`config.mk`:
```
export PLATFORM = sky130hd
export DESIGN_NAME = sprite_compositor_flat
export DESIGN_NICKNAME = d
export VERILOG_FILES = /design/src/rtl/sprite_compositor_pkg.sv /design/src/rtl/sprite_compositor_if.sv /design/src/rtl/sprite_compositor_hit.sv /design/src/rtl/sprite_compositor.sv /design/src/flat_wrapper.sv
export SDC_FILE = /design/constraint.sdc
export NUM_CORES = 1
export LEC_CHECK = 0
export CAP_MARGIN = 20
export CORE_MARGIN = 2
export CORE_UTILIZATION = 40
export CTS_CLUSTER_SIZE = 16
export DETAILED_ROUTE_END_ITERATION = 7
export PLACE_DENSITY = 0.53
export RECOVER_POWER = 25
export SETUP_SLACK_MARGIN = 0.5
export SLEW_MARGIN = 20
export SYNTH_ARGS = -nofsm -noshare
export SYNTH_HDL_FRONTEND = slang
export SYNTH_HIERARCHICAL = 1
export SYNTH_SLANG_ARGS = --single-unit
```
`constraint.sdc`:
```
create_clock -name clk -period 3.45 [get_ports clk]
set_input_delay 0.69 -clock clk [delete_from_list [all_inputs] [get_ports clk]]
set_output_delay 0.69 -clock clk [all_outputs]
set_load 0.02 [all_outputs]
```
`src/rtl/sprite_compositor_pkg.sv`:
```
// Shared types and constants for the sprite compositor.
// Provides the sprite attribute record, default parameter values and the
// clipped range test used by every per-slot hit comparator.
package compositor_pkg;

    localparam int unsigned N_SPRITES_DFLT = 8;
    localparam int unsigned COORD_W        = 10;
    localparam int unsigned SIZE_W         = 8;
    localparam int unsigned COLOR_W        = 2;
    localparam int unsigned BLINK_BIT_DFLT = 4;
    localparam int unsigned FRAME_W        = 8;
    // One extra bit so origin + extent never wraps back into the screen.
    localparam int unsigned SUM_W          = COORD_W + 1;

    typedef struct packed {
        logic [COORD_W-1:0] x;
        logic [COORD_W-1:0] y;
        logic [SIZE_W-1:0]  w;
        logic [SIZE_W-1:0]  h;
        logic [COLOR_W-1:0] color;
        logic               visible;
        logic               blink;
    } sprite_attr_t;

    // org <= pos < org + ext, evaluated without wrap-around.
    function automatic logic in_span(
        input logic [COORD_W-1:0] org,
        input logic [SIZE_W-1:0]  ext,
        input logic [COORD_W-1:0] pos
    );
        logic [SUM_W-1:0] lo;
        logic [SUM_W-1:0] hi;
        logic [SUM_W-1:0] p;
        lo = SUM_W'(org);
        hi = lo + SUM_W'(ext);
        p  = SUM_W'(pos);
        return (p >= lo) && (p < hi);
    endfunction

endpackage

```
`src/rtl/sprite_compositor_if.sv`:
```
// Bus bundle between game logic / VGA timing (master) and the compositor (slave).
// Carries the shadow-table write port, frame_start, the pixel request and the
// registered compositing result.
interface sprite_compositor_if #(
    parameter int unsigned N_SPRITES = compositor_pkg::N_SPRITES_DFLT
) ();
    localparam int unsigned IDX_W = (N_SPRITES > 1) ? $clog2(N_SPRITES) : 1;

    logic                                wr_en;
    logic [IDX_W-1:0]                    wr_idx;
    logic [compositor_pkg::COORD_W-1:0]  wr_x;
    logic [compositor_pkg::COORD_W-1:0]  wr_y;
    logic [compositor_pkg::SIZE_W-1:0]   wr_w;
    logic [compositor_pkg::SIZE_W-1:0]   wr_h;
    logic [compositor_pkg::COLOR_W-1:0]  wr_color;
    logic                                wr_visible;
    logic                                wr_blink;
    logic                                frame_start;
    logic                                pix_valid;
    logic [compositor_pkg::COORD_W-1:0]  xpix;
    logic [compositor_pkg::COORD_W-1:0]  ypix;
    logic                                out_valid;
    logic                                pixval;
    logic [compositor_pkg::COLOR_W-1:0]  color;
    logic [IDX_W-1:0]                    hit_idx;

    modport master (
        output wr_en, wr_idx, wr_x, wr_y, wr_w, wr_h, wr_color, wr_visible, wr_blink,
        output frame_start, pix_valid, xpix, ypix,
        input  out_valid, pixval, color, hit_idx
    );

    modport slave (
        input  wr_en, wr_idx, wr_x, wr_y, wr_w, wr_h, wr_color, wr_visible, wr_blink,
        input  frame_start, pix_valid, xpix, ypix,
        output out_valid, pixval, color, hit_idx
    );
endinterface

```
`src/rtl/sprite_compositor_hit.sv`:
```
// Combinational single-slot hit test.
// Ports: attr (active attributes), xpix/ypix (pixel), blink_phase (frame
// counter blink bit), hit_c (slot covers the pixel and is shown this frame).
module sprite_hit
    import compositor_pkg::*;
(
    input  sprite_attr_t       attr,
    input  logic [COORD_W-1:0] xpix,
    input  logic [COORD_W-1:0] ypix,
    input  logic               blink_phase,
    output logic               hit_c
);
    always_comb begin
        hit_c = attr.visible
              && !(attr.blink && blink_phase)
              && in_span(attr.x, attr.w, xpix)
              && in_span(attr.y, attr.h, ypix);
    end
endmodule

```
`src/rtl/sprite_compositor.sv`:
```
// Two-stage pipelined sprite compositor with double-buffered attribute table.
// Ports: clk, reset (sync, active-high), bus (slave modport): shadow-table
// write port, frame_start commit pulse, pixel request, and registered
// out_valid/pixval/color/hit_idx two cycles after the pixel.
module sprite_compositor
    import compositor_pkg::*;
#(
    parameter int unsigned N_SPRITES = N_SPRITES_DFLT,
    parameter int unsigned BLINK_BIT = BLINK_BIT_DFLT
) (
    input  logic                clk,
    input  logic                reset,
    sprite_compositor_if.slave  bus
);
    localparam int unsigned IDX_W = (N_SPRITES > 1) ? $clog2(N_SPRITES) : 1;

    sprite_attr_t         shadow_q   [N_SPRITES];
    sprite_attr_t         shadow_d   [N_SPRITES];
    sprite_attr_t         active_q   [N_SPRITES];
    sprite_attr_t         active_d   [N_SPRITES];
    sprite_attr_t         wr_attr_c;
    logic [FRAME_W-1:0]   frame_cnt_q;
    logic [FRAME_W-1:0]   frame_cnt_d;

    logic [N_SPRITES-1:0] hit_c;
    logic [N_SPRITES-1:0] s1_hit_q;
    logic [N_SPRITES-1:0] s1_hit_d;
    logic [COLOR_W-1:0]   s1_color_q [N_SPRITES];
    logic [COLOR_W-1:0]   s1_color_d [N_SPRITES];
    logic                 s1_valid_q;
    logic                 s1_valid_d;

    logic                 out_valid_q;
    logic                 out_valid_d;
    logic                 pixval_q;
    logic                 pixval_d;
    logic [COLOR_W-1:0]   color_q;
    logic [COLOR_W-1:0]   color_d;
    logic [IDX_W-1:0]     hit_idx_q;
    logic [IDX_W-1:0]     hit_idx_d;

    // Shadow write, then commit; a write coinciding with commit is included.
    always_comb begin
        wr_attr_c = '{x:       bus.wr_x,
                      y:       bus.wr_y,
                      w:       bus.wr_w,
                      h:       bus.wr_h,
                      color:   bus.wr_color,
                      visible: bus.wr_visible,
                      blink:   bus.wr_blink};
        shadow_d = shadow_q;
        if (bus.wr_en && ((IDX_W+1)'(bus.wr_idx) < (IDX_W+1)'(N_SPRITES))) begin
            shadow_d[bus.wr_idx] = wr_attr_c;
        end
        if (bus.frame_start) begin
            active_d = shadow_d;
        end else begin
            active_d = active_q;
        end
        frame_cnt_d = frame_cnt_q + FRAME_W'(bus.frame_start);
    end

    // Per-slot hit comparators against the active bank.
    for (genvar g = 0; g < int'(N_SPRITES); g++) begin : g_hit
        sprite_hit u_hit (
            .attr        (active_q[g]),
            .xpix        (bus.xpix),
            .ypix        (bus.ypix),
            .blink_phase (frame_cnt_q[BLINK_BIT]),
            .hit_c       (hit_c[g])
        );
    end

    // Stage 1: capture hit vector and the colours it was tested against.
    always_comb begin
        s1_valid_d = bus.pix_valid;
        s1_hit_d   = bus.pix_valid ? hit_c : '0;
        for (int i = 0; i < int'(N_SPRITES); i++) begin
            s1_color_d[i] = active_q[i].color;
        end
    end

    // Stage 2: lowest-index hit wins.
    always_comb begin
        out_valid_d = s1_valid_q;
        pixval_d    = |s1_hit_q;
        color_d     = '0;
        hit_idx_d   = '0;
        for (int i = int'(N_SPRITES) - 1; i >= 0; i--) begin
            if (s1_hit_q[i]) begin
                color_d   = s1_color_q[i];
                hit_idx_d = IDX_W'(i);
            end
        end
    end

    always_ff @(posedge clk) begin
        if (reset) begin
            for (int i = 0; i < int'(N_SPRITES); i++) begin
                shadow_q[i]   <= '0;
                active_q[i]   <= '0;
                s1_color_q[i] <= '0;
            end
            frame_cnt_q <= '0;
            s1_hit_q    <= '0;
            s1_valid_q  <= 1'b0;
            out_valid_q <= 1'b0;
            pixval_q    <= 1'b0;
            color_q     <= '0;
            hit_idx_q   <= '0;
        end else begin
            shadow_q    <= shadow_d;
            active_q    <= active_d;
            s1_color_q  <= s1_color_d;
            frame_cnt_q <= frame_cnt_d;
            s1_hit_q    <= s1_hit_d;
            s1_valid_q  <= s1_valid_d;
            out_valid_q <= out_valid_d;
            pixval_q    <= pixval_d;
            color_q     <= color_d;
            hit_idx_q   <= hit_idx_d;
        end
    end

    assign bus.out_valid = out_valid_q;
    assign bus.pixval    = pixval_q;
    assign bus.color     = color_q;
    assign bus.hit_idx   = hit_idx_q;
endmodule

```
`src/flat_wrapper.sv`:
```
// flat-port wrapper written by rule: the top's interface ports become plain ports
module sprite_compositor_flat import compositor_pkg::*;
#(
    parameter int unsigned N_SPRITES = N_SPRITES_DFLT,
    parameter int unsigned BLINK_BIT = BLINK_BIT_DFLT
)
  (clk, reset, bus_wr_en, bus_wr_idx, bus_wr_x, bus_wr_y, bus_wr_w, bus_wr_h, bus_wr_color, bus_wr_visible, bus_wr_blink, bus_frame_start, bus_pix_valid, bus_xpix, bus_ypix, bus_out_valid, bus_pixval, bus_color, bus_hit_idx);
  sprite_compositor_if #(.N_SPRITES(N_SPRITES)) bus_i ();
  input  logic clk;
  input  logic reset;
  input wire logic [$bits(bus_i.wr_en)-1:0] bus_wr_en;
  input wire logic [$bits(bus_i.wr_idx)-1:0] bus_wr_idx;
  input wire logic [$bits(bus_i.wr_x)-1:0] bus_wr_x;
  input wire logic [$bits(bus_i.wr_y)-1:0] bus_wr_y;
  input wire logic [$bits(bus_i.wr_w)-1:0] bus_wr_w;
  input wire logic [$bits(bus_i.wr_h)-1:0] bus_wr_h;
  input wire logic [$bits(bus_i.wr_color)-1:0] bus_wr_color;
  input wire logic [$bits(bus_i.wr_visible)-1:0] bus_wr_visible;
  input wire logic [$bits(bus_i.wr_blink)-1:0] bus_wr_blink;
  input wire logic [$bits(bus_i.frame_start)-1:0] bus_frame_start;
  input wire logic [$bits(bus_i.pix_valid)-1:0] bus_pix_valid;
  input wire logic [$bits(bus_i.xpix)-1:0] bus_xpix;
  input wire logic [$bits(bus_i.ypix)-1:0] bus_ypix;
  output wire logic [$bits(bus_i.out_valid)-1:0] bus_out_valid;
  output wire logic [$bits(bus_i.pixval)-1:0] bus_pixval;
  output wire logic [$bits(bus_i.color)-1:0] bus_color;
  output wire logic [$bits(bus_i.hit_idx)-1:0] bus_hit_idx;
  assign bus_i.wr_en = bus_wr_en;
  assign bus_i.wr_idx = bus_wr_idx;
  assign bus_i.wr_x = bus_wr_x;
  assign bus_i.wr_y = bus_wr_y;
  assign bus_i.wr_w = bus_wr_w;
  assign bus_i.wr_h = bus_wr_h;
  assign bus_i.wr_color = bus_wr_color;
  assign bus_i.wr_visible = bus_wr_visible;
  assign bus_i.wr_blink = bus_wr_blink;
  assign bus_i.frame_start = bus_frame_start;
  assign bus_i.pix_valid = bus_pix_valid;
  assign bus_i.xpix = bus_xpix;
  assign bus_i.ypix = bus_ypix;
  assign bus_out_valid = bus_i.out_valid;
  assign bus_pixval = bus_i.pixval;
  assign bus_color = bus_i.color;
  assign bus_hit_idx = bus_i.hit_idx;
  sprite_compositor #(.N_SPRITES(N_SPRITES), .BLINK_BIT(BLINK_BIT)) u_core (.clk(clk), .reset(reset), .bus(bus_i));
endmodule
```
Yosys cells after proc, flatten, opt, wreduce, memory -nomap -nowiden
Index checks and enable logic that the tools add are counted.
W data, S select, Z words.
Word-level totals
  register bits: 680
  bits of input ports: 68
  logic and storage cells: 263
Cells by class
  $add $sub $neg: 17
  magnitude comparators: 34
  muxes and demuxes: 19
  bitwise operators: 2
  reduce and logical (&&, ||, !) cells: 62
Operators with widths (number)
  $bwmux W320: 1
  $mux W320: 1
  $add A10 B8 Y11: 16
  $lt A10 B11 Y1: 16
  $ge A10 B10 Y1: 16
  $demux W40 S3: 1
  $logic_and A1 B1 Y1: 49
  $mux W40: 1
  $mux W2: 10
  $mux W3: 4
  $add A8 B1 Y8: 1
  $logic_not A1 Y1: 8
  $reduce_or A8 Y1: 1
  $reduce_or A5 Y1: 1
  $ge A4 B4 Y1 const B: 1
  $lt A4 B1 Y1 const B: 1
  $not A3 Y4: 1
  $reduce_or A2 Y1: 2
  $reduce_or A3 Y1: 1
  $mux W1: 1
  $not A1 Y1: 1

Depth between registers and ports, before layout
Gate-level depths: netlist of run 1.
  depth after elaboration: 8
  depth in mapped cells: 15

Hierarchy
Netlist of run 1, hierarchy kept.
By module, submodules not included
  sprite_compositor: times used 1, cells an instance 2267, area an instance 23084.6 sq um
  sprite_hit (u_core.g_hit[0].u_hit ...): times used 6, cells an instance 199, area an instance 1589.0 sq um
  sprite_hit (u_core.g_hit[6].u_hit ...): times used 2, cells an instance 199, area an instance 1591.5 sq um

Least setup slack after synthesis of run 1
Ideal clock, no wire load.
  kind: register -> register
  start: register u_core/active_q[284] (netlist bit)
  end: register u_core.s1_hit_q[0]
  setup time: 0.059 ns
  arrival time: 2.910 ns
  required time: 3.391 ns
  slack: 0.481 ns
  cell stages (with the launch flop): 14
  path buffers: 0
  cells stage by stage: dfxtp_1 > ha_1 > fa_1 > a21oi_2 > o211ai_2 > or4_4 > o21ai_1 > xnor2_1 > ha_1 > a2111oi_0 > a21oi_1 > o21ai_2 > and4_1 > and2_1
On the way
  word-level cells in the longest chain between the ends: 4
Ends and longest elaborated chain
  start: declaration: RTL line sprite_compositor.sv:19  | sprite_attr_t active_q [N_SPRITES];
  start signal: assignment: RTL line sprite_compositor.sv:113  | active_q <= active_d;
  $add A10 B8 Y11: RTL line sprite_compositor_pkg.sv:35  | hi = lo + SUM_W'(ext);
  $lt A10 B11 Y1: RTL line sprite_compositor_pkg.sv:37  | return (p >= lo) && (p < hi);
  $logic_and A1 B1 Y1: RTL line sprite_compositor_pkg.sv:37
  $logic_and A1 B1 Y1: RTL line sprite_compositor_hit.sv:17  | && in_span(attr.y, attr.h, ypix);
  named net u_core.hit_c[0]: RTL line sprite_compositor.sv:25  | logic [N_SPRITES-1:0] hit_c;
  end signal: assignment: RTL line sprite_compositor.sv:116  | s1_hit_q <= s1_hit_d;
  end: declaration: RTL line sprite_compositor.sv:26  | logic [N_SPRITES-1:0] s1_hit_q;
The timed path passes the listed nets, and every way through them passes these cells.
A chain may end at the register's enable or synchronous reset.

Final worst setup path of run 1
  start: input reset
  end: register u_core/active_q[207] (netlist bit)
RTL lines
  start: declaration: RTL line flat_wrapper.sv:10  | input logic reset;
No word-level cell between the ends.

==> results.sh, run 1 <==
export IMPL_ys_async_sr_fraction_pct=0
export IMPL_netlist_area_mm2=0.0358
export IMPL_fmax_mhz=327
export IMPL_drv_slew=109
export IMPL_post_drt_wl_per_cell_um=18.4
export IMPL_path_clk_slew_ns=0.06
export IMPL_fin_cells=5099
export IMPL_clk_latency_ns=0.62
export IMPL_cts_hold_buf=0
export IMPL_start_util_pct=40.4
export IMPL_total_power_mw=19.5
export IMPL_viasPerCell=5.29
export IMPL_grt_max_degree=114
export IMPL_grt_pass1_wl_um=148000
export IMPL_synth_area_per_cell_um2=9.28
export IMPL_grt_ovfl_total=0
export IMPL_antenna_found_initial=10
export IMPL_numCtsBuffers=76
export IMPL_seqPwrFrac_pct=42.7
export IMPL_slew_headroom_pct=-71.7
export IMPL_ir_drop_mv=0.376
export IMPL_setup_violations=0
export IMPL_endpoint_kind="flip-flop"
export IMPL_drive_above_1_share_pct=9.16
export IMPL_power_density_mw_per_mm2=476
export IMPL_grt_usage_pct=20.5
export IMPL_dpl_cell_area_mm2=0.0380
export IMPL_final_util_pct=46.3
export IMPL_final_common_cell="nor2_1"
export IMPL_htreeDepth=3
export IMPL_power_leakage_nw=16.7
export IMPL_synth_seq_area_share_pct=37.9
export IMPL_num_vias=26997
export IMPL_drtIter0Drc=1420
export IMPL_rsz0062_at_grt="true"
export IMPL_worst_hold_path_type="flip-flop to flip-flop"
export IMPL_io_pins=75
export IMPL_comb_power_share_pct=14.4
export IMPL_critPathRequiredTime_ns=3.91
export IMPL_worstSetupPathType="input port to flip-flop"
export IMPL_io_buffers=74
export IMPL_cts_sinks=677
export IMPL_drcViolationCount=0
export IMPL_finalHoldViolCount=0
export IMPL_outcome="finished, violations left"
export IMPL_post_place_cells=4942
export IMPL_drt_wl_total_um=93800
export IMPL_core_area_mm2=0.0885
export IMPL_synth_flop_cell="dfxtp_1"
export IMPL_cts_tree="yes"
export IMPL_synth_warning_count=6
export IMPL_ys_types=55
export IMPL_arrival_ns=3.52
export IMPL_grt_pass1_vias=26286
export IMPL_tightestPinTransition_ns=2.58
export IMPL_p_int_mw=14.3
export IMPL_die_y_um=303
export IMPL_failed_checks="capacitance limit, slew limit"
export IMPL_area_growth_pct=14.4
export IMPL_start_kind="input port"
export IMPL_switching_share_pct=26.7
export IMPL_path_max_fanout=113
export IMPL_gp_congestion=0.829
export IMPL_ys_ff_latch=677
export IMPL_place_hpwl_um=67500
export IMPL_num_rows=109
export IMPL_final_cell_mix="nor2_1, dfxtp_1, ha_1"
export IMPL_finish_instance_area_mm2=0.0410
export IMPL_clockPowerShare_pct=42.9
export IMPL_die_area_mm2=0.0919
export IMPL_firstDrtPassIters=5
export IMPL_fin_setup_tns_ns=0
export IMPL_die_width_um=303
export IMPL_final_nets=4390
export IMPL_syn_nets=4377
export IMPL_fin_crit_ns=3.06
export IMPL_postSynthCellCount=3859
export IMPL_skew_ns=0.0272
export IMPL_synth_edf_count=0
export IMPL_finalCritPeriodShare_pct=88.7
export IMPL_maxCapViolations=1
export IMPL_clockBufferDepth=3
export IMPL_p_sw_mw=5.21
export IMPL_root_buffer="clkbuf_16"
export IMPL_drt_antenna_violating_nets=0
-- kinds of logic (layout without fill, tap and decap cells) --
family                     after synthesis  after routing  share of synthesized area [%]
adders and majority gates              450            450                           16.1
buffers and inverters                  427            498                           4.77
AOI/OAI and AO/OA                      788            788                           16.0
muxes                                  320            320                           8.95
and+or+nand+nor                       1066           1066                           13.1
DFF                                    677            677                           37.9
xor gates and xnor gates               131            131                           3.20
other                                    0              4                              0
-- Yosys cell counts, types with 25 or more instances --
master / n / area (um2)
a31oi_1: 25 / 156
buf_2: 25 / 125
o21ai_0: 51 / 255
nand4_1: 25 / 156
a2111oi_0: 25 / 219
xnor2_1: 81 / 709
o21bai_1: 33 / 248
dfxtp_1: 677 / 13600
o2111ai_1: 25 / 219
nand3_1: 42 / 210
o21a_1: 43 / 323
a21oi_1: 75 / 375
mux2i_1: 320 / 3200
a211oi_1: 352 / 2640
nor3_1: 40 / 200
inv_1: 201 / 754
nor2_1: 760 / 2850
clkbuf_1: 185 / 694
ha_1: 434 / 5430
xor2_1: 50 / 438
nor2b_1: 54 / 338
nand2_1: 61 / 229
o21ai_1: 40 / 200
-- registers in the layout (all words and copies together), names as in the netlist --
register	cells
u_core/s1_hit_q	8
u_core/shadow_q	320
u_core/frame_cnt_q	5
u_core/s1_color_q	16
u_core/bus.out_valid	1
u_core/active_q	320
u_core/bus.pixval	1
u_core/out_valid_d	1
u_core/bus.color	2
u_core/bus.hit_idx	3
-- metal layers --
| layer | part of all wire [%] | global-route usage [%] | routed length (um) | vias to the layer above |
|---|---|---|---|---|
| met5 | 0 | 0 | 0 | - |
| met4 | 3.0 | 6.46 | 2780 | 0 |
| met3 | 3.0 | 2.55 | 2830 | 139 |
| met2 | 45 | 32.9 | 41800 | 337 |
| met1 | 49 | 28.7 | 46400 | 12777 |
| li1 | - | - | - | 13744 |
-- cell type report --
| class | instances | area [um2] |
|---|---|---|
| clock inverter | 29 | 373 |
| timing repair buffer | 158 | 1700 |
| tap | 1165 | 1460 |
| clock buffer | 107 | 2210 |
| sequential | 677 | 13600 |
| fill | 8589 | 47500 |
| inverter | 204 | 766 |
| antenna | 4 | 10.0 |
| multi-input combinational | 2755 | 20900 |
-- final timing paths --
| path | startpoint | depth (start not counted) | slack [ns] | to |
|---|---|---|---|---|
| max | reset | 3 | 0.39 | u_core/active_q[207]$_SDFFE_PP0P_ |
| min | u_core/out_valid_d$_SDFF_PP0_ | 1 | 0.43 | u_core/bus.out_valid$_SDFF_PP0_ |
| max reg2reg | u_core/active_q[12]$_SDFFE_PP0P_ | 13 | 0.40 | u_core/s1_hit_q[7]$_SDFF_PP0_ |
| min reg2reg | u_core/out_valid_d$_SDFF_PP0_ | 1 | 0.43 | u_core/bus.out_valid$_SDFF_PP0_ |
-- stage by stage --
step                worst slack, ns  hold slack, ns
floorplan                     0.541           0.414
global placement              0.330           0.417
detailed placement            0.293           0.423
CTS                           0.378           0.438
global route                  0.116           0.471
finish                        0.388           0.434
-- power groups by stage --
stage	sequential (mW)	combinational, mW	clock [mW]
2_1_floorplan	8.42	1.94	0
3_3_place_gp	8.49	2.72	0
3_5_place_dp	8.50	2.75	0
4_1_cts	8.33	2.80	8.60
5_1_grt	8.36	3.18	8.90
6_report	8.33	2.81	8.38
-- worst max-delay path, stage by stage --
cell	delay (ns)
clkbuf_2	1.75
clkbuf_2	0.86
a211oi_1	0.10
-- timing repair --
item / CTS / global route
setup endpoints to repair: 8 / 8
resized for setup: 34 / 48
buffers inserted: 12 / 5
pin swaps: 35 / 36
Note: power is estimated with default switching activity, not from simulation.
==> run 2: changes to the inputs <==
CORE_UTILIZATION = 35   (was 40)
PLACE_DENSITY = 0.48   (was 0.53)
SKIP_LAST_GASP = 1   (was unset)
==> results.sh, run 2 (same netlist as run 1, synthesis figures left out) <==
export IMPL_seqPwrFrac_pct=42.4
export IMPL_finalCritPeriodShare_pct=91.2
export IMPL_p_sw_mw=5.25
export IMPL_critPathRequiredTime_ns=4.02
export IMPL_gp_congestion=0.786
export IMPL_clk_latency_ns=0.63
export IMPL_failed_checks="capacitance limit, slew limit"
export IMPL_comb_power_share_pct=14.5
export IMPL_htreeDepth=3
export IMPL_fill_cells=10303
export IMPL_fin_cells=5290
export IMPL_viasPerCell=5.05
export IMPL_holdPathStages=1
export IMPL_grt_pass1_wl_um=154000
export IMPL_power_density_mw_per_mm2=477
export IMPL_worstSetupPathType="flip-flop to flip-flop"
export IMPL_grt_ovfl_total=0
export IMPL_drtIter0Drc=1396
export IMPL_num_rows=117
export IMPL_worst_hold_path_type="flip-flop to flip-flop"
export IMPL_slew_headroom_pct=-71.2
export IMPL_seq_area_mm2=0.0136
export IMPL_final_common_cell="nor2_1"
export IMPL_path_max_fanout=3
export IMPL_die_area_mm2=0.105
export IMPL_path_clk_slew_ns=0.06
export IMPL_rr_endpoint="u_core/s1_hit_q[0]$_SDFF_PP0_"
export IMPL_place_hpwl_um=70100
export IMPL_die_width_um=324
export IMPL_worstReg2RegStart="u_core/active_q[300]$_SDFFE_PP0P_"
export IMPL_cts_sinks=677
export IMPL_rsz0062_at_grt="true"
export IMPL_min_delay_start="u_core/out_valid_d$_SDFF_PP0_"
export IMPL_final_cell_mix="nor2_1, dfxtp_1, ha_1"
export IMPL_skew_ns=0.0228
export IMPL_num_vias=26714
export IMPL_grt_usage_pct=19.2
export IMPL_io_buffers=74
export IMPL_p_int_mw=14.4
export IMPL_final_nets=4378
export IMPL_largestRegisters="u_core/active_q x320, u_core/shadow_q x320, u_core/s1_color_q x16"
export IMPL_area_growth_pct=15.0
export IMPL_total_power_mw=19.6
export IMPL_drt_antenna_violating_nets=0
export IMPL_ir_drop_mv=0.306
export IMPL_firstDrtPassIters=5
export IMPL_clockBufferDepth=3
export IMPL_root_buffer="clkbuf_16"
export IMPL_setup_violations=0
export IMPL_power_leakage_nw=16.7
export IMPL_maxCapViolations=1
export IMPL_drcViolationCount=0
export IMPL_drive_above_1_share_pct=8.15
export IMPL_drv_slew=104
export IMPL_outcome="finished, violations left"
export IMPL_fin_setup_tns_ns=0
export IMPL_arrival_ns=3.71
export IMPL_post_place_cells=5144
export IMPL_die_y_um=324
export IMPL_start_kind="flip-flop"
export IMPL_clockPowerShare_pct=43.0
export IMPL_grt_max_degree=139
export IMPL_reg2reg_slack_ns=0.30
export IMPL_drt_wl_total_um=100000
export IMPL_fmax_mhz=318
export IMPL_fin_crit_ns=3.15
export IMPL_grt_pass1_vias=25484
export IMPL_whs_endpoint="u_core/bus.out_valid$_SDFF_PP0_"
export IMPL_multi_input_area_mm2=0.0208
export IMPL_antenna_found_initial=11
export IMPL_endpoint_kind="flip-flop"
export IMPL_io_pins=75
export IMPL_switching_share_pct=26.8
export IMPL_numCtsBuffers=78
export IMPL_post_drt_wl_per_cell_um=19.0
export IMPL_core_area_mm2=0.102
export IMPL_rr_worst_depth=13
export IMPL_start_util_pct=35.2
export IMPL_cts_tree="yes"
export IMPL_finalHoldViolCount=0
export IMPL_tightestPinTransition_ns=2.57
[run 2: cell type report]
class / count / area share [%]
multi-input combinational: 2755 / 50.5
sequential: 677 / 32.9
clock buffer: 117 / 5.71
timing repair buffer: 144 / 4.16
tap: 1368 / 4.16
inverter: 204 / 1.86
clock inverter: 19 / 0.605
antenna: 6 / 0.0365
[run 2: repair_timing]
| item | 4_1_cts | 5_1_grt |
|---|---|---|
| resized for setup | 22 | 27 |
| setup endpoints to repair | 8 | 8 |
| setup buffers | 2 | 2 |
| hold buffers | 0 | 0 |
| pin swaps | 28 | 17 |
[run 2: worst max path at each step]
stage	start	to	slack, ns	cells after the start
CTS	u_core/active_q[30]$_SDFFE_PP0P_	u_core/s1_hit_q[7]$_SDFF_PP0_	0.31	13
global route	u_core/active_q[284]$_SDFFE_PP0P_	u_core/s1_hit_q[0]$_SDFF_PP0_	0.16	13
floorplan	u_core/active_q[52]$_SDFFE_PP0P_	u_core/s1_hit_q[6]$_SDFF_PP0_	0.54	13
finish	u_core/active_q[300]$_SDFFE_PP0P_	u_core/s1_hit_q[0]$_SDFF_PP0_	0.30	13
detailed placement	u_core/active_q[30]$_SDFFE_PP0P_	u_core/s1_hit_q[7]$_SDFF_PP0_	0.25	13
global placement	u_core/active_q[30]$_SDFFE_PP0P_	u_core/s1_hit_q[7]$_SDFF_PP0_	0.27	13
[run 2: worst max-delay path, cell delays in order, from the launching register on]
cell       delay [ns]
dfxtp_1          0.32
ha_1             0.22
fa_2             0.44
a21oi_4          0.16
o211ai_2         0.11
or4_4            0.44
o21ai_2          0.09
xnor2_1          0.15
ha_1             0.29
a2111oi_4        0.32
a21oi_2          0.10
o21ai_2          0.14
and4_1           0.18
and2_1           0.11
[run 2: per-layer routing]
layer	GRT usage (%)	share of wire, %
met5	0	0
met4	4.59	2.0
met3	2.30	2.5
met2	30.9	45
met1	27.3	51
[run 2: stage by stage]
step / hold WS (ns) / utilization [%] / worst slack [ns] / cell area (um2)
2_1_floorplan: 0.414 / - / 0.541 / 35800
3_3_place_gp: 0.422 / 37.7 / 0.272 / 38300
3_5_place_dp: 0.428 / 37.7 / 0.246 / 38300
4_1_cts: 0.423 / 40.4 / 0.311 / 41000
5_1_grt: 0.445 / 40.5 / 0.160 / 41200
6_report: 0.439 / 40.5 / 0.302 / 41200
[run 2: power by group through the flow]
stage	clock network, mW	logic (mW)	registers [mW]
final	8.44	2.85	8.33
after global routing	8.99	3.23	8.37
after CTS	8.69	2.85	8.34
after detailed placement	0	2.81	8.50
after global placement	0	2.80	8.50
after floorplan	0	1.94	8.42
==> run 3: changes to the inputs <==
SYNTH_HIERARCHICAL = unset   (was 1)
==> results.sh, run 3 <==
export IMPL_htreeDepth=3
export IMPL_rsz0062_at_grt="true"
export IMPL_arrival_ns=3.57
export IMPL_core_area_mm2=0.0997
export IMPL_setup_violations=0
export IMPL_cts_hold_buf=0
export IMPL_cp_cell_sequence="dlygate4sd3_1 > clkbuf_1 > nand4b_1 > clkbuf_2 > mux2i_1 > a211oi_1"
export IMPL_maxCapViolations=5
export IMPL_numCtsBuffers=81
export IMPL_crit_buf_inv=3
export IMPL_tightestPinTransition_ns=1.65
export IMPL_ys_top_cells_by_area="dfxtp_1, ha_1, mux2i_1"
export IMPL_skew_ns=0.0327
export IMPL_finish_instance_area_mm2=0.0409
export IMPL_power_leakage_nw=17.0
export IMPL_rr_worst_depth=14
export IMPL_die_width_um=320
export IMPL_drt_antenna_violating_nets=0
export IMPL_holdPathStages=2
export IMPL_ys_types=60
export IMPL_start_util_pct=35.1
export IMPL_synth_area_per_cell_um2=9.23
export IMPL_finalCritPeriodShare_pct=90.4
export IMPL_start_kind="input port"
export IMPL_drcViolationCount=0
export IMPL_synth_seq_area_share_pct=38.7
export IMPL_worstReg2RegStart="u_core.active_q[310]$_SDFFE_PP0P_"
export IMPL_fill_cells=9895
export IMPL_synth_edf_count=0
export IMPL_syn_nets=4311
export IMPL_largestRegisters="u_core.active_q x320, u_core.shadow_q x320, u_core.s1_color_q x16"
export IMPL_path_max_fanout=40
export IMPL_synth_warning_count=0
export IMPL_post_place_ws_ns=-0.187
export IMPL_drt_wl_total_um=98000
export IMPL_failed_checks="capacitance limit, slew limit"
export IMPL_ir_drop_mv=0.306
export IMPL_die_y_um=320
export IMPL_netlist_area_mm2=0.0350
export IMPL_final_common_cell="nor2_1"
export IMPL_endpoint_kind="flip-flop"
export IMPL_clockBufferDepth=3
export IMPL_io_buffers=74
export IMPL_whs_ns=0.445
export IMPL_viasPerCell=5.02
export IMPL_slowest_delay_ns=1.16
export IMPL_num_rows=116
export IMPL_grt_usage_pct=19.0
export IMPL_path_clk_slew_ns=0.06
export IMPL_clk_latency_ns=0.65
export IMPL_ys_ff_latch=677
export IMPL_whs_endpoint="u_core.bus.color[1]$_SDFF_PP0_"
export IMPL_synth_common_cells="nor2_1, dfxtp_1, ha_1, a211oi_1, mux2i_1"
export IMPL_yosysMostFrequentCell="nor2_1"
export IMPL_seq_area_mm2=0.0136
export IMPL_cts_tree="yes"
export IMPL_dr_wl_met2_um=43300
export IMPL_cts_sinks=677
export IMPL_post_place_cells=5036
export IMPL_crit_family="buffers and inverters"
export IMPL_area_growth_pct=16.8
export IMPL_worstSetupPathType="input port to flip-flop"
export IMPL_cp_slowest_cell="clkbuf_2"
export IMPL_io_pins=75
export IMPL_num_vias=26151
export IMPL_fmax_mhz=321
export IMPL_min_delay_start="u_core.s1_color_q[15]$_SDFF_PP0_"
export IMPL_timing_final_ws_setup_ns=0.332
export IMPL_drtIter0Drc=1316
export IMPL_drv_slew=506
export IMPL_wl_met1_um=50100
export IMPL_final_nets=4368
export IMPL_slew_headroom_pct=-9.99
export IMPL_grt_pass1_vias=25539
export IMPL_grt_ovfl_total=0
export IMPL_top_layer_used="met4"
export IMPL_die_area_mm2=0.103
export IMPL_gp_congestion=0.801
export IMPL_root_buffer="clkbuf_16"
export IMPL_multi_input_area_mm2=0.0204
export IMPL_grt_pass1_wl_um=152000
export IMPL_critPathRequiredTime_ns=3.90
export IMPL_fin_cells=5212
export IMPL_worst_hold_path_type="flip-flop to flip-flop"
export IMPL_place_hpwl_um=68200
export IMPL_synth_top_cell_area_share_pct=38.7
export IMPL_wl_met3_um=2590
export IMPL_rr_endpoint="u_core.s1_hit_q[0]$_SDFF_PP0_"
export IMPL_reg2reg_slack_ns=0.33
export IMPL_postSynthCellCount=3793
export IMPL_antenna_found_initial=7
export IMPL_ys_async_sr_fraction_pct=0
export IMPL_power_density_mw_per_mm2=480
export IMPL_post_drt_wl_per_cell_um=18.8
export IMPL_grt_max_degree=159
export IMPL_fin_crit_ns=3.12
export IMPL_synth_area_leader_cell="dfxtp_1"
export IMPL_finalHoldViolCount=0
export IMPL_firstDrtPassIters=7
export IMPL_outcome="finished, violations left"
export IMPL_final_cell_mix="nor2_1, dfxtp_1, ha_1"
export IMPL_drive_above_1_share_pct=9.49
export IMPL_synth_flop_cell="dfxtp_1"
export IMPL_dpl_cell_area_mm2=0.0375
==> run 3: cell count changes after synthesis, sizes merged, moves of 11 or more <==
cell / before / now
nand2: 61 / 44
o21a: 43 / 27
a21o: 9 / 51
nor2: 760 / 733
a21oi: 91 / 172
a211oi: 352 / 336
a2111oi: 25 / 13
o2111ai: 33 / 11
nand4: 25 / 9
o211ai: 40 / 26
nor2b: 54 / 43
==> run 3: metrics by stage <==
step / setup TNS (ns) / utilization (%) / power [mW]
6_report: 0 / 41.0 / 19.6
5_1_grt: 0 / 41.0 / 20.6
4_1_cts: 0 / 40.7 / 19.9
3_5_place_dp: -0.234 / 37.6 / 11.2
3_3_place_gp: -0.210 / 37.6 / 11.2
2_1_floorplan: 0 / - / 10.3
==> run 3: kinds of logic (layout without fill, tap and decap cells) <==
kind of cell / after synthesis / in the layout / synth area share [%]
compound gates: 824 / 824 / 16.0
xor+xnor: 125 / 125 / 3.13
fa+ha+maj: 450 / 450 / 16.4
buf+inv: 417 / 533 / 4.80
flops: 677 / 677 / 38.7
mux: 320 / 320 / 9.15
other cells: 0 / 5 / 0
simple gates: 980 / 980 / 11.8
==> run 3: what timing repair did <==
item | in CTS | in global routing
gates resized for setup | 84 | 73
setup buffers | 11 | 18
endpoints found under the setup margin | 8 | 8
pin swaps | 38 | 76
==> run 3: worst max-delay path by stage <==
stage	from	end	slack, ns	cells after the start
6_report	bus_wr_idx[0]	u_core.active_q[49]$_SDFFE_PP0P_	0.33	6
5_1_grt	bus_wr_idx[0]	u_core.active_q[63]$_SDFFE_PP0P_	0.12	6
4_1_cts	u_core.active_q[292]$_SDFFE_PP0P_	u_core.s1_hit_q[0]$_SDFF_PP0_	0.35	14
3_5_place_dp	bus_ypix[0]	u_core.s1_hit_q[0]$_SDFF_PP0_	-0.19	11
3_3_place_gp	bus_ypix[0]	u_core.s1_hit_q[0]$_SDFF_PP0_	-0.19	11
2_1_floorplan	u_core.active_q[172]$_SDFFE_PP0P_	u_core.s1_hit_q[3]$_SDFF_PP0_	0.52	13
==> run 3: layout make-up <==
class	count	area share (%)
Tap cell	1298	3.97
Antenna cell	5	0.0306
Multi-Input combinational cell	2699	49.9
Clock buffer	123	5.83
Timing Repair Buffer	197	4.72
Sequential cell	677	33.2
Clock inverter	19	0.575
Inverter	194	1.78
==> run 3: where the power goes <==
group	leakage [nW]	switching [mW]	internal, mW
sequential	5.54	0.203	8.12
clock	1.27	3.46	5.00
combinational	10.2	1.65	1.18
==> run 3: routing by layer <==
metal	global-route usage [%]	up-vias
li1	-	13523
met1	27.3	12243
met2	29.9	269
met3	2.39	116
met4	5.50	0
met5	0	-
==> run 3: tightest hold or removal path, cell delays in order, from the launching register on <==
cell and delay [ns]:
dfxtp_1 0.29, nand2_1 0.05, a21oi_1 0.06
